### config.mk
export PLATFORM = sky130hd
export DESIGN_NAME = regbank_arbiter
export DESIGN_NICKNAME = d
export VERILOG_FILES = /design/src/rtl/regbank_arbiter.sv
export SDC_FILE = /design/constraint.sdc
export NUM_CORES = 1
export LEC_CHECK = 0
export BUFFER_PORTS_ARGS = -buffer_cell sky130_fd_sc_hd__buf_2
export CORE_UTILIZATION = 25
export CTS_BUF_LIST = sky130_fd_sc_hd__clkbuf_2
export CTS_CLUSTER_DIAMETER = 40
export DETAILED_ROUTE_END_ITERATION = 7
export HOLD_SLACK_MARGIN = 0.1
export SKIP_CTS_REPAIR_TIMING = 1
export SYNTH_ARGS = -nofsm -noshare
export SYNTH_HDL_FRONTEND = slang
export SYNTH_SLANG_ARGS = --single-unit
### constraint.sdc
create_clock -name clk -period 2.35 [get_ports clk]
set_clock_uncertainty 0.05 [all_clocks]
set_input_delay 0.3525 -clock clk [delete_from_list [all_inputs] [get_ports clk]]
set_output_delay 0.3525 -clock clk [all_outputs]
set_load 0.03 [all_outputs]
### src/rtl/regbank_arbiter.sv
// regbank_arbiter: serialises write and two read requesters onto one single-port register bank
module regbank_arbiter #(
    parameter int DATA_W   = 32,
    parameter int ADDR_W   = 4,
    parameter int BANK_LAT = 2
) (
    input  logic              clk,
    input  logic              rst,
    input  logic              wr_req,
    input  logic [ADDR_W-1:0] wr_addr,
    input  logic [DATA_W-1:0] wr_data,
    output logic              wr_ack,
    input  logic              rda_req,
    input  logic [ADDR_W-1:0] rda_addr,
    output logic [DATA_W-1:0] rda_data,
    output logic              rda_ack,
    input  logic              rdb_req,
    input  logic [ADDR_W-1:0] rdb_addr,
    output logic [DATA_W-1:0] rdb_data,
    output logic              rdb_ack,
    output logic [ADDR_W-1:0] bank_addr,
    output logic [DATA_W-1:0] bank_wdata,
    input  logic [DATA_W-1:0] bank_rdata,
    output logic              bank_trigger,
    output logic              bank_rw,
    output logic              busy
);
    localparam logic [1:0] IDLE = 2'd0, WAIT = 2'd1, ACK = 2'd2;
    localparam logic [1:0] SRC_WR = 2'd0, SRC_A = 2'd1, SRC_B = 2'd2;
    localparam logic [3:0] CNT_INIT = 4'(BANK_LAT - 1);
    logic [1:0] state;
    logic [1:0] src;
    logic [3:0] cnt;
    logic       rr_last;
    logic       pick_a;
    logic       any_req;
    assign pick_a  = rda_req && (!rdb_req || rr_last);
    assign any_req = wr_req || rda_req || rdb_req;
    assign busy    = state != IDLE;
    always_ff @(posedge clk) begin
        if (rst) begin
            state        <= IDLE;
            src          <= SRC_WR;
            cnt          <= '0;
            rr_last      <= 1'b1;
            bank_addr    <= '0;
            bank_wdata   <= '0;
            bank_trigger <= 1'b0;
            bank_rw      <= 1'b1;
            wr_ack       <= 1'b0;
            rda_ack      <= 1'b0;
            rdb_ack      <= 1'b0;
            rda_data     <= '0;
            rdb_data     <= '0;
        end else if (state == IDLE) begin
            if (any_req) begin
                bank_addr    <= wr_req ? wr_addr : pick_a ? rda_addr : rdb_addr;
                bank_rw      <= !wr_req;
                src          <= wr_req ? SRC_WR : pick_a ? SRC_A : SRC_B;
                bank_trigger <= !bank_trigger;
                cnt          <= CNT_INIT;
                state        <= WAIT;
                if (wr_req) bank_wdata <= wr_data;
                else rr_last <= !pick_a;
            end
        end else if (state == WAIT) begin
            if (cnt == 4'd0) begin
                wr_ack  <= src == SRC_WR;
                rda_ack <= src == SRC_A;
                rdb_ack <= src == SRC_B;
                if (src == SRC_A) rda_data <= bank_rdata;
                if (src == SRC_B) rdb_data <= bank_rdata;
                state <= ACK;
            end else begin
                cnt <= cnt - 4'd1;
            end
        end else begin
            wr_ack  <= 1'b0;
            rda_ack <= 1'b0;
            rdb_ack <= 1'b0;
            state   <= IDLE;
        end
    end
endmodule

# --- After elaboration in Yosys (flattened, before gate mapping) ---
# Cells that the tools add are included.
# W data, S select, Z words.
totals:
  ff_bits: 114
  in_bits: 81
  out_inout_bits: 106
  word_cells: 62
op_classes:
  n_addsub: 1
  n_eq_ne: 7
  mux: 18
  bitwise_logic: 2
  n_reduce_logical: 21
op_table:
  columns: ["cell", "n"]
  rows:
  - ["$mux W4", 6]
  - ["$mux W2", 6]
  - ["$reduce_and A3 Y1", 3]
  - ["$reduce_and A4 Y1", 2]
  - ["$mux W1", 6]
  - ["$reduce_and A2 Y1", 3]
  - ["$eq A2 B1 Y1 const B", 2]
  - ["$logic_not A1 Y1", 4]
  - ["$logic_not A2 Y1", 2]
  - ["$logic_not A4 Y1", 1]
  - ["$ne A2 B2 Y1 const B", 2]
  - ["$reduce_bool A2 Y1", 2]
  - ["$sub A4 B1 Y4 const B", 1]
  - ["$logic_or A1 B1 Y1", 3]
  - ["$ne A3 B2 Y1 const B", 1]
  - ["$eq A2 B2 Y1 const B", 1]
  - ["$ne A2 B1 Y1 const B", 1]
  - ["$not A1 Y1", 2]
  - ["$logic_and A1 B1 Y1", 1]

# --- Longest topological paths before layout ---
logic_depth:
  word_depth: 5
  depth_mapped: 8
  depth_no_buf: 5

# --- Worst setup path before layout ---
# No wires, ideal clock.
synth_timing:
  kind: "reg-to-reg"
  start: "register cnt[0]"
  end: "register rda_data[17]"
  setup_time_ps: 72
  arrival_time_ps: 1567
  t_required_ps: 2228
  path_slack_ps: 661
  path_stages_with_launch: 9
  path_buffers: 3
  synth_period_minus_slack_ps: 1689
  cell_sequence: "dfxtp_1 inv_1 ha_1 nor3b_4 and3_1 buf_4 buf_12 buf_12 mux2i_1"
synth_via:
  elab_chain_len: 2
synth_lines:
  columns: ["element", "line_no", "rtl"]
  rows:
  - ["start: declaration", "33", "logic [3:0] cnt;"]
  - ["start signal: assignment", "75", "cnt <= cnt - 4'd1;"]
  - ["$logic_not A4 Y1", "67", "if (cnt == 4'd0) begin"]
  - ["$reduce_and A4 Y1 (no line)", null, null]
  - ["end signal: assignment", "71", "if (src == SRC_A) rda_data <= bank_rdata;"]
  - ["end: declaration", "15", "output logic [DATA_W-1:0] rda_data,"]
# No other way between the ends.
# A chain may end at the register's enable or synchronous reset.

# --- Final worst setup path ---
layout_timing:
  start: "input rdb_req"
  end: "register bank_addr[3]"
layout_via:
  elab_chain_len: 5
  elab_cells_between_ends: 7
  cone_classes: "mux: 2; reduce/logical: 5"
layout_lines:
  columns: ["element", "line_no", "rtl"]
  rows:
  - ["start: declaration", "17", "input logic rdb_req,"]
  - ["$logic_not A1 Y1", "37", "assign pick_a = rda_req && (!rdb_req || rr_last);"]
  - ["$logic_or A1 B1 Y1", "37", null]
  - ["$logic_and A1 B1 Y1", "37", null]
  - ["$mux W4 (2 in a row)", "57", "bank_addr <= wr_req ? wr_addr : pick_a ? rda_addr : rdb_addr;"]
  - ["end signal: assignment", "57", null]
  - ["end: declaration", "21", "output logic [ADDR_W-1:0] bank_addr,"]
# Several ways; a longest one is shown, not always the timed one.

==> impl_metrics.env <==
export IMPL_r2r_start="rr_last$_SDFFE_PP1P_"
export IMPL_drive_gt1_share_pct=31.4
export IMPL_slew_headroom_pct=52.7
export IMPL_start_kind="input pin"
export IMPL_tns_ps=0
export IMPL_overflow=0
export IMPL_hold_path_depth=4
export IMPL_insertion_delay_ps=650
export IMPL_clk_pin_slew_ps=180
export IMPL_via_count=4250
export IMPL_synth_edff_count=0
export IMPL_yosysSeqAreaShare_pct=51.2
export IMPL_syn_nets=570
export IMPL_ys_async_sr_fraction_pct=0
export IMPL_drt_iter0_markers=147
export IMPL_critical_path_arrival_ps=2760
export IMPL_grt_max_degree=49
export IMPL_grt_pass1_vias=3437
export IMPL_postSynthAreaPerCell_um2=9.16
export IMPL_r2r_end="bank_addr[3]$_SDFFE_PP0P_"
export IMPL_fp_coreArea_mm2=0.0174
export IMPL_multiInputGateArea_mm2=0.00195
export IMPL_worst_slew_pin_slew_ps=710
export IMPL_io_buffers=186
export IMPL_grt_pass1_wl_um=18000
export IMPL_io_pins=187
export IMPL_hold_viol=0
export IMPL_row_count=48
export IMPL_fin_crit_sh_pct=94.3
export IMPL_slowest_delay_ps=570
export IMPL_grt_setup_unrepaired="no"
export IMPL_synth_cells=487
export IMPL_ys_seq_elements=114
export IMPL_power_density_mw_per_mm2=652
export IMPL_crit_type="in -> reg"
export IMPL_die_w_um=136
export IMPL_n_fill_cell=1739
export IMPL_cts_sinks=114
export IMPL_final_nets=832
export IMPL_critical_path_required_ps=2890
export IMPL_drt_wirelength_per_cell_um=12.9
export IMPL_critPathMostFrequentCell="dlygate4sd3_1"
export IMPL_root_buffer="clkbuf_2"
export IMPL_slew_viol_final=0
export IMPL_ant_nets=0
export IMPL_start_util_pct=25.7
export IMPL_hold_path_end="bank_wdata[13]$_SDFFE_PP0P_"
export IMPL_grt_use_total_pct=12.9
export IMPL_critPathCaptureType="register"
export IMPL_dpl_cell_count=874
export IMPL_dieArea_mm2=0.0184
export IMPL_status="finished, final reports clean"
export IMPL_cts_tree="built"
export IMPL_yosys_warnings=0
export IMPL_cts_buffers=17
export IMPL_antenna_found_initial=1
export IMPL_routed_via_density=4.30
export IMPL_irDropWorstVdd_mv=0.412
export IMPL_drc=0
export IMPL_synth_distinct_cells=39
export IMPL_r2r_setup_slack_ps=150
export IMPL_hpwl_um=8160
export IMPL_drtPass1Iterations=4
export IMPL_setup_violations=0
export IMPL_cts_max_level=4
export IMPL_clock_path_buffers=2
export IMPL_fp_dieH_um=136
export IMPL_fmax_mhz=451
export IMPL_routed_wl_um=12800
export IMPL_gp_congestion=0.771
export IMPL_r2r_cells=5
export IMPL_min_period_ps=2220
export IMPL_min_from="wr_data[13]"
export IMPL_crit_path_cell_trace="dlygate4sd3_1 > buf_2 > nor2b_1 > o211ai_1 > dlygate4sd3_1 > a311oi_1 > dlygate4sd3_1"
export IMPL_area_delta_synth_final_pct=49.6
export IMPL_ff_latch_area_mm2=0.00228
export IMPL_stdcell_count=988
export IMPL_worst_path_max_delay_cell="dlygate4sd3_1"
export IMPL_cp_max_fo=5
export IMPL_synth_ff_type="dfxtp_1"
export IMPL_syn_area_mm2=0.00446
export IMPL_hold_path_class="in -> reg"
export IMPL_total_leakage_power_nw=3.18
export IMPL_cap_viol_max_count=0
-- power breakdown --
group          internal, mW  switching [mW]  leakage [nW]
clock network         0.699           0.751         0.161
registers              2.02          0.0545         0.926
logic                 0.335           0.482          2.09
total                  3.06            1.29          3.18
-- cells by family (layout without fill, tap and decap cells) --
family	after synthesis	in the layout	share of synthesized area, %
flops	114	114	51.2
mux	67	67	15.0
simple gates	195	195	18.6
other cells	0	1	0
compound gates	68	68	9.20
buf+inv	41	316	5.42
fa+ha+maj	2	2	0.561
-- through the flow --
step	total power, mW	area (um^2)	util (%)	setup WS (ps)	hold WS, ps
after floorplan	2.59	4460	-	661	426
after global placement	2.82	5590	32.2	515	388
after detailed placement	2.83	5590	32.2	501	393
after CTS	4.31	5850	33.7	47.9	-265
after global routing	4.58	6670	38.4	28.0	298
final	4.35	6670	38.4	133	409
-- sequential cells by signal (all words and copies together), names as in the netlist --
signal / flops
bank_wdata: 32
rda_data: 32
rdb_data: 32
bank_addr: 4
cnt: 4
src: 2
state: 2
bank_rw: 1
bank_trigger: 1
rda_ack: 1
rdb_ack: 1
rr_last: 1
wr_ack: 1
-- worst max path at each step --
| stage | startpoint | end | depth (start not counted) |
|---|---|---|---|
| 4_1_cts | state[1]$_SDFFE_PP0P_ | busy | 4 |
| 6_report | rdb_req | bank_addr[3]$_SDFFE_PP0P_ | 7 |
| 5_1_grt | rr_last$_SDFFE_PP1P_ | bank_addr[0]$_SDFFE_PP0P_ | 5 |
| 3_3_place_gp | cnt[0]$_SDFFE_PP0P_ | rda_data[14]$_SDFFE_PP0P_ | 6 |
| 2_1_floorplan | cnt[0]$_SDFFE_PP0P_ | rda_data[17]$_SDFFE_PP0P_ | 8 |
| 3_5_place_dp | cnt[0]$_SDFFE_PP0P_ | rda_data[7]$_SDFFE_PP0P_ | 6 |
-- layout by cell type (no fill, tap or decap), drive strengths merged, types with 5 or more instances in the layout --
| cell | instances |
|---|---|
| buf | 195 |
| nand2 | 162 |
| dfxtp | 114 |
| dlygate4sd3 | 81 |
| mux2i | 67 |
| a21oi | 42 |
| clkbuf | 20 |
| inv | 8 |
| nor3 | 6 |
| nor2b | 6 |
| clkinv | 6 |
| o21ai | 5 |
-- final cells by class --
cell class | instances | area share (%)
clock buffers | 20 | 1.50
well taps | 225 | 4.22
multi-input cells | 332 | 29.2
clock inverters | 12 | 2.46
flip-flops and latches | 114 | 34.2
repair buffers | 276 | 27.9
inverters | 8 | 0.450
diodes | 1 | 0.0375
-- Yosys cell counts (all sizes together) (5+ instances only) --
| library cell | number | area share [%] |
|---|---|---|
| nand2 | 162 | 14 |
| dfxtp | 114 | 51 |
| nor3 | 6 | 0.67 |
| nor2b | 6 | 0.90 |
| a21oi | 42 | 4.7 |
| buf | 15 | 3.2 |
| clkbuf | 18 | 1.5 |
| inv | 8 | 0.67 |
| mux2i | 67 | 15 |
| o21ai | 5 | 0.56 |
-- routing by layer --
metal	up-vias	global-route usage, %	part of all wire (%)
met3	13	3.97	4.3
li1	2166	-	-
met1	1974	16.0	44
met4	0	5.37	1.8
met2	97	20.6	50
met5	-	0	0
-- worst max-delay path: cells and delay by family --
kind                   cells  cell delay, ps
buffers and inverters      4            1780
and+or+nand+nor            1             260
AOI/OAI and AO/OA          2             370
No activity file was read; power rests on OpenSTA's default activity.
